--- config.mk ---
export PLATFORM = sky130hd
export DESIGN_NAME = pp_line_sequencer
export DESIGN_NICKNAME = d
export VERILOG_FILES = /design/src/rtl/pp_pkg.sv /design/src/rtl/pp_down_timer.sv /design/src/rtl/pp_line_sequencer.sv
export SDC_FILE = /design/constraint.sdc
export NUM_CORES = 1
export LEC_CHECK = 0
export BUFFER_PORTS_ARGS = -buffer_cell sky130_fd_sc_hd__clkbuf_2
export CAP_MARGIN = 5
export CORE_UTILIZATION = 44
export DETAILED_ROUTE_END_ITERATION = 10
export PLACE_DENSITY = 0.67
export SLEW_MARGIN = 0
export SYNTH_ARGS = -nofsm -noshare
export SYNTH_HDL_FRONTEND = slang
export SYNTH_HIERARCHICAL = 1
export SYNTH_SLANG_ARGS = --single-unit
--- constraint.sdc ---
create_clock -name clk -period 8.2 [get_ports clk]
set_clock_uncertainty 0.2 [all_clocks]
set_input_delay 1.64 -clock clk [delete_from_list [all_inputs] [get_ports clk]]
set_output_delay 1.64 -clock clk [all_outputs]
set_load 0.01 [all_outputs]
--- src/rtl/pp_pkg.sv ---
// Shared types and defaults for the post-processing line sequencer.
package pp_pkg;

    localparam int AWIDTH_DEF = 11;
    localparam int TWIDTH_DEF = 8;
    localparam int DISP_W_DEF = 9;

    typedef enum logic [2:0] {
        IDLE   = 3'd0,
        BLANK  = 3'd1,
        ACTIVE = 3'd2,
        FLUSH  = 3'd3,
        DONE   = 3'd4
    } pp_state_e;

endpackage

--- src/rtl/pp_down_timer.sv ---
// Loadable down-counter used for both per-line blanking and flush.
// Loaded with (cycles-1); zero_o marks the final cycle of the interval.
module pp_down_timer #(
    parameter int TWIDTH = pp_pkg::TWIDTH_DEF
) (
    input  logic              clk,
    input  logic              rst,
    input  logic              load_i,
    input  logic [TWIDTH-1:0] load_val_i,
    output logic              zero_o
);

    logic [TWIDTH-1:0] cnt_q, cnt_d;

    // Load wins; otherwise count down and hold at zero.
    always_comb begin
        cnt_d = cnt_q;
        if (load_i)
            cnt_d = load_val_i;
        else if (cnt_q != '0)
            cnt_d = cnt_q - TWIDTH'(1);
    end

    // Counter register.
    always_ff @(posedge clk or negedge rst) begin
        if (!rst) cnt_q <= '0;
        else      cnt_q <= cnt_d;
    end

    assign zero_o = (cnt_q == '0);

endmodule

--- src/rtl/pp_line_sequencer.sv ---
// Frame/line sequencer ahead of the stereo post-processing pipeline.
// Gates the upstream disparity stream line by line with optional blanking
// before and flush (drain) cycles after each line.
// Optional output-beat checker: define PP_OUTCHK_EN.
module pp_line_sequencer
    import pp_pkg::*;
#(
    parameter int AWIDTH = AWIDTH_DEF,
    parameter int TWIDTH = TWIDTH_DEF,
    parameter int DISP_W = DISP_W_DEF
) (
    input  logic              clk,
    input  logic              rst,
    input  logic              start,
    input  logic [AWIDTH-1:0] cfg_width,
    input  logic [AWIDTH-1:0] cfg_height,
    input  logic [TWIDTH-1:0] cfg_blank,
    input  logic [TWIDTH-1:0] cfg_flush,
    input  logic [DISP_W-1:0] cfg_range,
    input  logic              src_valid,
`ifdef PP_OUTCHK_EN
    input  logic              pp_out_valid,
    input  logic              pp_out_clken,
    output logic              out_mismatch,
`endif
    output logic              src_ready,
    output logic              pp_clken,
    output logic              pp_valid,
    output logic              pp_enable,
    output logic [AWIDTH-1:0] pp_width,
    output logic [DISP_W-1:0] pp_range,
    output logic [AWIDTH-1:0] line_idx,
    output logic              busy,
    output logic              done,
    output logic              cfg_err
);

    pp_state_e         state_q, state_d;
    logic [AWIDTH-1:0] width_q, width_d;
    logic [AWIDTH-1:0] height_q, height_d;
    logic [TWIDTH-1:0] blank_q, blank_d;
    logic [TWIDTH-1:0] flush_q, flush_d;
    logic [DISP_W-1:0] range_q, range_d;
    logic [AWIDTH-1:0] pix_q, pix_d;
    logic [AWIDTH-1:0] line_q, line_d;
    logic              cfg_err_q, cfg_err_d;

    logic              tmr_load;
    logic [TWIDTH-1:0] tmr_val;
    logic              tmr_zero;
    logic              line_end;
    logic              start_ok;

    assign start_ok = (state_q == IDLE) && start &&
                      (cfg_width != '0) && (cfg_height != '0);

    pp_down_timer #(.TWIDTH(TWIDTH)) u_tmr (
        .clk        (clk),
        .rst        (rst),
        .load_i     (tmr_load),
        .load_val_i (tmr_val),
        .zero_o     (tmr_zero)
    );

    // Next-state, counter and pipeline-gating decode.
    always_comb begin
        state_d   = state_q;
        width_d   = width_q;
        height_d  = height_q;
        blank_d   = blank_q;
        flush_d   = flush_q;
        range_d   = range_q;
        pix_d     = pix_q;
        line_d    = line_q;
        cfg_err_d = 1'b0;
        tmr_load  = 1'b0;
        tmr_val   = '0;
        line_end  = 1'b0;
        src_ready = 1'b0;
        pp_clken  = 1'b0;
        pp_valid  = 1'b0;
        done      = 1'b0;

        case (state_q)
            IDLE: begin
                if (start) begin
                    if ((cfg_width == '0) || (cfg_height == '0)) begin
                        cfg_err_d = 1'b1;
                    end else begin
                        width_d  = cfg_width;
                        height_d = cfg_height;
                        blank_d  = cfg_blank;
                        flush_d  = cfg_flush;
                        range_d  = cfg_range;
                        pix_d    = '0;
                        line_d   = '0;
                        // Zero blanking goes straight to the first beat.
                        if (cfg_blank != '0) begin
                            state_d  = BLANK;
                            tmr_load = 1'b1;
                            tmr_val  = cfg_blank - TWIDTH'(1);
                        end else begin
                            state_d  = ACTIVE;
                        end
                    end
                end
            end
            BLANK: begin
                if (tmr_zero) state_d = ACTIVE;
            end
            ACTIVE: begin
                src_ready = 1'b1;
                pp_valid  = src_valid;
                pp_clken  = src_valid;
                if (src_valid) begin
                    if (pix_q == width_q - AWIDTH'(1)) begin
                        pix_d = '0;
                        if (flush_q != '0) begin
                            state_d  = FLUSH;
                            tmr_load = 1'b1;
                            tmr_val  = flush_q - TWIDTH'(1);
                        end else begin
                            line_end = 1'b1;
                        end
                    end else begin
                        pix_d = pix_q + AWIDTH'(1);
                    end
                end
            end
            FLUSH: begin
                pp_clken = 1'b1;
                if (tmr_zero) line_end = 1'b1;
            end
            DONE: begin
                done    = 1'b1;
                state_d = IDLE;
            end
            default: state_d = IDLE;
        endcase

        // Line wrap-up shared by the ACTIVE (no flush) and FLUSH exits.
        if (line_end) begin
            if (line_q == height_q - AWIDTH'(1)) begin
                state_d = DONE;
            end else begin
                line_d = line_q + AWIDTH'(1);
                if (blank_q != '0) begin
                    state_d  = BLANK;
                    tmr_load = 1'b1;
                    tmr_val  = blank_q - TWIDTH'(1);
                end else begin
                    state_d  = ACTIVE;
                end
            end
        end
    end

    // State, latched config and counters.
    always_ff @(posedge clk or negedge rst) begin
        if (!rst) begin
            state_q   <= IDLE;
            width_q   <= '0;
            height_q  <= '0;
            blank_q   <= '0;
            flush_q   <= '0;
            range_q   <= '0;
            pix_q     <= '0;
            line_q    <= '0;
            cfg_err_q <= 1'b0;
        end else begin
            state_q   <= state_d;
            width_q   <= width_d;
            height_q  <= height_d;
            blank_q   <= blank_d;
            flush_q   <= flush_d;
            range_q   <= range_d;
            pix_q     <= pix_d;
            line_q    <= line_d;
            cfg_err_q <= cfg_err_d;
        end
    end

    assign busy      = (state_q != IDLE);
    assign pp_enable = (state_q != IDLE);
    assign line_idx  = line_q;
    assign pp_width  = width_q;
    assign pp_range  = range_q;
    assign cfg_err   = cfg_err_q;

`ifdef PP_OUTCHK_EN
    logic [2*AWIDTH-1:0] ochk_q, ochk_d;
    logic [2*AWIDTH-1:0] ochk_sum;
    logic [2*AWIDTH-1:0] ochk_exp;

    // A beat landing in the DONE cycle itself still counts toward the frame.
    assign ochk_sum = ochk_q + (2*AWIDTH)'(pp_out_valid && pp_out_clken);
    assign ochk_exp = (2*AWIDTH)'(width_q) * (2*AWIDTH)'(height_q);

    // Output-beat counter, cleared when a frame is accepted.
    always_comb begin
        ochk_d = ochk_sum;
        if (start_ok) ochk_d = '0;
    end

    // Output-beat counter register.
    always_ff @(posedge clk or negedge rst) begin
        if (!rst) ochk_q <= '0;
        else      ochk_q <= ochk_d;
    end

    assign out_mismatch = done && (ochk_sum != ochk_exp);
`else
    logic unused_start_ok;
    assign unused_start_ok = start_ok;
`endif

endmodule

==> flow_summary.json, run 1 <==
{
  "fin_setup_tns_ns": 0,
  "fmax_ghz": 0.2396,
  "die_h_um": 109.4,
  "synth_edf_count": 0,
  "outcome": "complete, no violations",
  "dp_hpwl_um": 8742,
  "pwr_density_cell_nw_per_um2": 345.1,
  "vias": 4285,
  "seq_area_frac_synth": 0.3997,
  "rows": 38,
  "syn_inst": 525,
  "setup_violations": 0,
  "initial_core_util": 0.4597,
  "place_congestion": 0.8613,
  "slew_violations": 0,
  "p_leak_nw": 2.545,
  "post_dp_cell_area_um2": 5592,
  "cp.arrival_ns": 4.20,
  "viasPerCell": 5.736,
  "critical_path.max_fanout": 13,
  "first_global_vias": 4157,
  "period_share": 0.5090,
  "grt_usage": 0.2150,
  "ant_nets": 0,
  "firstDrtPassIters": 5,
  "synth_area_leaders": "dfrtp_1, mux2_2, xnor2_1",
  "r2r-end": "u_tmr/cnt_q[5]",
  "cts_tree": "built",
  "clock_path_buffers": 2,
  "nets": 664,
  "r2r_cells": 11,
  "routed_wl_um": 11920,
  "ff2ff_setup_slack_ns": 4.03,
  "grt_antenna_before_repair": 0,
  "synth_top_flop_cell": "dfrtp_1",
  "drv_cap": 0,
  "drive_above_1_share": 0.2652,
  "routedWlPerCell_um": 15.96,
  "grt_overflow": 0,
  "tightest_slew_ns": 1.113,
  "setup_slack_ns": 4.026,
  "die_w_um": 109.4,
  "async_flop_share": 1.000,
  "cts_buffers": 9,
  "peakVddDrop_mv": 0.1384,
  "drtIter0Drc": 157,
  "post_cts_resized": 0,
  "crit_path_end": "u_tmr/cnt_q[5]",
  "h-tree-depth": 3,
  "drcViolationCount": 0,
  "timing.rr.start": "height_q[3]",
  "grt_start_max_net_pins": 82,
  "yosys_warnings": 6,
  "io_pins": 89,
  "cp-end-kind": "flop",
  "syn2layout_area_growth_pct": 16.75,
  "cts_hold_buf": 0,
  "rsz0062_at_grt": "no",
  "root_buffer": "clkbuf_16",
  "grt_pass1_wl_um": 19990,
  "diodes": 0,
  "syn-num-nets": 587,
  "postLayoutCellArea_um2": 5921,
  "synth_top_area_share": 0.3997,
  "die-area_um2": 11960,
  "preCtsSetupSlack_ns": 3.839,
  "cts.repair_timing.setup_buffer_count": 0,
  "cts_sinks": 81,
  "startpoint": "height_q[3]",
  "design.core.area_um2": 11030,
  "slew-limit-headroom": 0.2519,
  "io_buffers": 88,
  "startpoint_type": "flop",
  "cts.clk_slew.worst_paths_ns": 0.06,
  "ys_types": 75,
  "ys_seq_elements": 81,
  "synth_commonest_cells": "dfrtp_1, mux2_2, nand2_1, o21ai_0, nor2_1",
  "yosysMostFrequentCell": "dfrtp_1",
  "worstPathRequired_ns": 8.23,
  "syn_area_um2": 5071,
  "crit_type": "reg2reg",
  "clock_latency_ns": 0.35,
  "finalHoldViolCount": 0,
  "holdPathStages": 1,
  "syn_avg_cell_area_um2": 9.659,
  "min_path_type": "reg2reg",
  "period_needed_ns": 4.174,
  "synth_top_cell_by_area": "dfrtp_1"
}
-- worst max-delay path: stages, from the launching register on --
cell and delay (ns):
dfrtp_1 0.47, nor4_1 0.64, nand4b_1 0.20, xnor2_1 0.17, a2111o_1 0.39, a221o_1 0.36
o21ai_2 0.23, a31o_1 0.39, nand3_1 0.41, inv_1 0.28, nor2_1 0.07, a221oi_1 0.24
-- final cells by class --
cell class,instances,area [µm²]
Clock buffer,10,239.0
Clock inverter,6,90.09
Fill cell,1019,5110
Inverter,25,93.84
Multi-Input combinational cell,396,2845
Sequential cell,81,2027
Tap cell,140,175.2
Timing Repair Buffer,89,450.4
-- sequential cells by signal, indices dropped and copies added, names as in the netlist --
name and flops:
blank_q 8, cfg_err 1, pp_width 11, pp_range 9, height_q 11, line_idx 11
flush_q 8, state_q 3, u_tmr/cnt_q 8, pix_q 11
-- stage by stage --
stage | hold slack, ns | std cells | utilization | total power, W
after CTS | 0.3116 | 747 | 0.5368 | 0.002057
final | 0.3076 | 747 | 0.5368 | 0.002043
after global placement | 0.2888 | 731 | 0.5069 | 0.001572
after detailed placement | 0.2973 | 731 | 0.5069 | 0.001602
after global routing | 0.3231 | 747 | 0.5368 | 0.002195
after floorplan | 0.2537 | 525 | - | 0.001362
-- power breakdown --
| group | switching, W | internal, W |
|---|---|---|
| sequential | 0.000212 | 0.000554 |
| combinational | 0.000425 | 0.000409 |
| clock | 0.000167 | 0.000276 |
| total | 0.000804 | 0.00124 |
-- placed cells by master, fill, tap and decap left out, types with 4 or more instances in the layout --
cell and n:
nand2b_1 10, clkbuf_16 9, nor4_1 11, nand4_1 4, or3_1 5, xnor2_1 27, o221ai_1 5, o21ai_0 35
a21oi_1 10, dfrtp_1 81, nand2_1 43, nand4b_1 4, inv_1 25, clkbuf_2 87, or4_1 6, nor3_1 16
nand3_1 15, mux2i_1 6, and3_1 11, nor2_1 30, a31oi_1 6, nor2b_1 7, ha_1 11, o31ai_1 9
xor2_1 15, mux2_2 45
-- kinds of logic after synthesis --
logic type / Yosys count / synth area share
AOI/OAI and AO/OA: 104 / 0.1379
xor gates and xnor gates: 42 / 0.07254
adders and majority gates: 12 / 0.02911
buffers and inverters: 48 / 0.04022
DFF: 81 / 0.3997
muxes: 52 / 0.1147
and+or+nand+nor: 186 / 0.2058
-- routing by layer --
layer | track usage | share of wire
met2 | 0.3585 | 0.49
met5 | 0 | 0
met4 | 0.08952 | 0.024
met1 | 0.2799 | 0.46
met3 | 0.03082 | 0.032
-- worst min path at each step --
stage               slack [ns]     endpoint        start
floorplan                 0.25   state_q[1]   state_q[2]
global placement          0.29   blank_q[7]   blank_q[7]
detailed placement        0.30  pp_range[1]  pp_range[1]
CTS                       0.31  pp_range[1]  pp_range[1]
global route              0.32  pp_range[0]  pp_range[0]
finish                    0.31  pp_range[1]  pp_range[1]
(Power assumes the default switching activity.)
==> run 2, diff against run 1 <==
==> constraint.sdc (replaced) <==
create_clock -name clk -period 4.1 [get_ports clk]
set_clock_uncertainty 0.2 [all_clocks]
set_input_delay 0.82 -clock clk [delete_from_list [all_inputs] [get_ports clk]]
set_output_delay 0.82 -clock clk [all_outputs]
set_load 0.01 [all_outputs]
==> flow_summary.json, run 2 (synthesis results as in run 1) <==
{
  "p_int_w": 0.002439,
  "grt_antenna_before_repair": 0,
  "pwr_density_cell_nw_per_um2": 681.2,
  "cts_tree": "built",
  "worstPathRequired_ns": 4.14,
  "drive_above_1_share": 0.2668,
  "period_needed_ns": 3.727,
  "die_h_um": 109.4,
  "finalHoldViolCount": 0,
  "p_total_w": 0.004039,
  "p_leak_nw": 2.564,
  "drcViolationCount": 0,
  "rsz0062_at_grt": "no",
  "root_buffer": "clkbuf_16",
  "utilization": 0.5375,
  "vias": 4279,
  "dp_hpwl_um": 9077,
  "startpoint_type": "flop",
  "place_congestion": 0.9156,
  "routed_wl_um": 12020,
  "drtIter0Drc": 195,
  "die_w_um": 109.4,
  "fin_setup_tns_ns": 0,
  "cts_hold_buf": 0,
  "power.share.sequential": 0.378,
  "first_global_vias": 3995,
  "setup_violations": 0,
  "io_buffers": 88,
  "post_cts_resized": 0,
  "slew-limit-headroom": 0.3077,
  "clock_path_buffers": 2,
  "io_pins": 89,
  "grt_pass1_wl_um": 19670,
  "cp_top_family": "compound AO/OA/AOI/OAI gates",
  "grt_start_max_net_pins": 82,
  "fmax_ghz": 0.2683,
  "firstDrtPassIters": 4,
  "cts.clk_slew.worst_paths_ns": 0.06,
  "tightest_slew_ns": 1.038,
  "crit_buf_inv": 2,
  "slew_violations": 0,
  "diodes": 0,
  "peakVddDrop_mv": 0.3057,
  "cp_slowest_stage_delay_ns": 0.43,
  "viasPerCell": 5.698,
  "routedWlPerCell_um": 16.00,
  "ant_nets": 0,
  "p_comb_frac": 0.425,
  "grt_overflow": 0,
  "power.share.clock": 0.197,
  "outcome": "complete, no violations",
  "clock_latency_ns": 0.33,
  "h-tree-depth": 3,
  "final_common_cell": "clkbuf_2",
  "drv_cap": 0,
  "syn2layout_area_growth_pct": 16.93,
  "cts.repair_timing.setup_buffer_count": 0,
  "cts_buffers": 9,
  "initial_core_util": 0.4597,
  "crit_top_cell": "inv_1",
  "die-area_um2": 11960,
  "power_switching_w": 0.001600,
  "design.core.area_um2": 11030,
  "swShare": 0.3962,
  "whs_ns": 0.3031,
  "path_cells": "inv_1 -> ha_1 -> nor2b_1 -> a31oi_1 -> or3_1 -> a2111o_1 -> a221o_1 -> o21ai_2 -> a31o_1 -> nand3_2 -> inv_1 -> nor2_1 -> a221oi_1",
  "rows": 38,
  "cp_slowest_cell": "dfrtp_1",
  "crit_type": "reg2reg",
  "nets": 668,
  "min_path_type": "reg2reg",
  "period_share": 0.9091,
  "cp.arrival_ns": 3.76,
  "final_cell_mix": "clkbuf_2, dfrtp_1, mux2_2",
  "cp-end-kind": "flop",
  "grt_usage": 0.2135,
  "cts_sinks": 81,
  "critical_path.max_fanout": 13
}
[run 2: cell types whose count changed in the layout (fill, tap and decap cells not counted), sizes merged]
cell / change
clkinvlp: -1
clkbuf: +3
inv: -1
bufinv: -1
buf: +4
[run 2: cell type report]
type	count	area [µm²]
Timing Repair Buffer	93	493.0
Clock buffer	13	250.2
Tap cell	140	175.2
Sequential cell	81	2027
Multi-Input combinational cell	396	2850
Fill cell	1025	5101
Inverter	25	93.84
Clock inverter	3	40.04
[run 2: power groups by stage]
stage	combinational, W	clock, W	sequential [W]
3_3_place_gp	0.00168	0	0.00151
2_1_floorplan	0.00128	0	0.00144
4_1_cts	0.00172	0.000809	0.00152
3_5_place_dp	0.00172	0	0.00153
6_report	0.00172	0.000794	0.00153
5_1_grt	0.00189	0.000855	0.00158
[run 2: worst paths after layout]
check | start | end | slack [ns] | cells after the start
hold / removal | state_q[2] | state_q[1] | 0.30 | 1
setup / recovery | height_q[0] | u_tmr/cnt_q[5] | 0.37 | 13
max in group asynchronous | rst | flush_q[0] | 2.56 | 1
hold reg to reg | state_q[2] | state_q[1] | 0.30 | 1
min in group asynchronous | rst | height_q[9] | 0.46 | 1
setup reg to reg | height_q[0] | u_tmr/cnt_q[5] | 0.37 | 13
[run 2: worst register-to-register path, stage by stage (launching register included)]
cell      delay [ns]
dfrtp_1         0.43
inv_1           0.08
ha_1            0.19
nor2b_1         0.30
a31oi_1         0.12
or3_1           0.32
a2111o_1        0.28
a221o_1         0.35
o21ai_2         0.22
a31o_1          0.38
nand3_2         0.28
inv_1           0.23
nor2_1          0.07
a221oi_1        0.20
[run 2: routing by layer]
layer / track usage / part of all wire / vias up
met2: 0.3378 / 0.48 / 98
met4: 0.07333 / 0.018 / 0
met1: 0.2956 / 0.47 / 2093
li1: - / - / 2074
met3: 0.03734 / 0.038 / 14
met5: 0 / 0 / -
[run 2: per-stage QoR]
stage / setup slack (ns) / std cells / instance area, µm²
2_1_floorplan: 0.8002 / 525 / 5071
3_3_place_gp: 0.3898 / 735 / 5634
3_5_place_dp: 0.2645 / 735 / 5634
4_1_cts: 0.2300 / 751 / 5924
5_1_grt: 0.06337 / 751 / 5929
6_report: 0.3727 / 751 / 5929
==> run 3, diff against run 2 <==
--- a/config.mk
+++ b/config.mk
@@ -7,9 +7,10 @@
 export LEC_CHECK = 0
 export BUFFER_PORTS_ARGS = -buffer_cell sky130_fd_sc_hd__clkbuf_2
 export CAP_MARGIN = 5
-export CORE_UTILIZATION = 44
+export CORE_UTILIZATION = 57
 export DETAILED_ROUTE_END_ITERATION = 10
-export PLACE_DENSITY = 0.67
+export PLACE_DENSITY = 0.83
+export RECOVER_POWER = 100
 export SLEW_MARGIN = 0
 export SYNTH_ARGS = -nofsm -noshare
 export SYNTH_HDL_FRONTEND = slang
==> flow_summary.json, run 3 (synthesis results as in run 1) <==
{
  "outcome": "finished, violations left",
  "p_total_w": 0.003929,
  "preCtsSetupSlack_ns": 0.4647,
  "die-area_um2": 9278,
  "finalHoldViolCount": 0,
  "cts_buffers": 9,
  "met2_usage": 0.4486,
  "place_congestion": 0.9094,
  "cts_hold_buf": 0,
  "post-place-cells": 702,
  "peakVddDrop_mv": 0.3687,
  "cp_top_family": "compound AO/OA/AOI/OAI gates",
  "rows": 34,
  "dp_hpwl_um": 8870,
  "drtIter0Drc": 261,
  "die_h_um": 96.32,
  "diodes": 0,
  "clock_latency_ns": 0.36,
  "cts_sinks": 81,
  "cp-end-kind": "flop",
  "min_path_type": "reg2reg",
  "vias": 4378,
  "grt_antenna_before_repair": 0,
  "period_share": 0.9203,
  "syn2layout_area_growth_pct": 13.20,
  "setup_violations": 0,
  "first_global_vias": 4062,
  "fin_setup_tns_ns": 0,
  "path_cells": "nor4_4 -> nand2b_1 -> a2111oi_0 -> o32a_1 -> nor4_4 -> o21ai_2 -> a31o_1 -> nand3_1 -> clkbuf_2 -> nor2_1 -> nand4_1 -> nand3_1",
  "multi_input_area_um2": 2833,
  "die_w_um": 96.32,
  "ant_nets": 0,
  "grt_pass1_wl_um": 19610,
  "tightest_slew_ns": 2.021,
  "io_pins": 89,
  "period_needed_ns": 3.773,
  "routed_wl_um": 12120,
  "use_met1": 0.3727,
  "cts.clk_slew.worst_paths_ns": 0.09,
  "drv_cap": 1,
  "nets": 667,
  "violations": "capacitance limit, slew limit",
  "cts.repair_timing.setup_buffer_count": 0,
  "cp_slowest_cell": "dfrtp_1",
  "slew_violations": 82,
  "pwr_density_cell_nw_per_um2": 684.5,
  "firstDrtPassIters": 5,
  "cts_tree": "built",
  "clock_path_buffers": 2,
  "p_leak_nw": 2.388,
  "initial_core_util": 0.5843,
  "grt_usage": 0.2741,
  "rsz0062_at_grt": "no",
  "globalRoute.busiestLayer": "met2",
  "root_buffer": "clkbuf_8",
  "grt_overflow": 0,
  "crit_buf_inv": 1,
  "final_cell_mix": "dfrtp_1, clkbuf_2, mux2_2",
  "critical_path.max_fanout": 12,
  "whs_ns": 0.3122,
  "io_buffers": 88,
  "cp_slowest_stage_delay_ns": 0.51,
  "drive_above_1_share": 0.1987,
  "drcViolationCount": 0,
  "met3_usage": 0.04107,
  "seqCellArea_um2": 2027,
  "nFillCells": 717,
  "fmax_ghz": 0.2650,
  "grt_start_max_net_pins": 82,
  "worstPathRequired_ns": 4.19,
  "design.core.area_um2": 8678,
  "viasPerCell": 6.106,
  "h-tree-depth": 3,
  "stdcell_count": 717,
  "cp.arrival_ns": 3.86,
  "slew-limit-headroom": -0.3475,
  "routedWlPerCell_um": 16.90,
  "final_common_cell": "dfrtp_1",
  "startpoint_type": "flop",
  "ff2ff_setup_slack_ns": 0.33,
  "setup_slack_ns": 0.3269,
  "post_cts_resized": 0,
  "crit_type": "reg2reg"
}
[run 3: cell count changes in the layout (fill, tap and decap cells not counted), moves of 4 or more]
cell,before,now
clkbuf_2,87,51
buf_4,5,1
clkbuf_16,9,0
clkbuf_8,1,9
clkbuf_1,3,40
[run 3: worst paths after layout]
path                                        to  cells after the start        start
max in group asynchronous           flush_q[5]                      1          rst
worst max register to register  u_tmr/cnt_q[6]                     12  pp_width[3]
worst min register to register     pp_range[4]                      1  pp_range[4]
worst min-delay path               pp_range[4]                      1  pp_range[4]
worst max-delay path            u_tmr/cnt_q[6]                     12  pp_width[3]
min in group asynchronous             pix_q[3]                      1          rst
[run 3: metal layers]
metal  vias to the layer above  part of all wire
li1                       2080                 -
met1                      2127              0.44
met2                       145              0.49
met3                        26             0.048
met4                         0             0.020
met5                         -                 0
[run 3: final cells by class]
| class | count | share of cell area |
|---|---|---|
| Multi-Input combinational cell | 396 | 0.4935 |
| Sequential cell | 81 | 0.3531 |
| Timing Repair Buffer | 92 | 0.07193 |
| Tap cell | 108 | 0.02354 |
| Clock buffer | 9 | 0.02158 |
| Clock inverter | 6 | 0.02005 |
| Inverter | 25 | 0.01635 |
[run 3: per-stage QoR]
step,cell area [µm²],utilization
finish,5741,0.6615
detailed placement,5587,0.6437
CTS,5826,0.6713
floorplan,5071,-
global route,5741,0.6615
global placement,5587,0.6437
[run 3: power breakdown]
part	internal (W)	switching (W)
Clock	0.000406	0.000308
Sequential	0.00111	0.000423
Combinational	0.000798	0.000889
Total	0.00231	0.00162
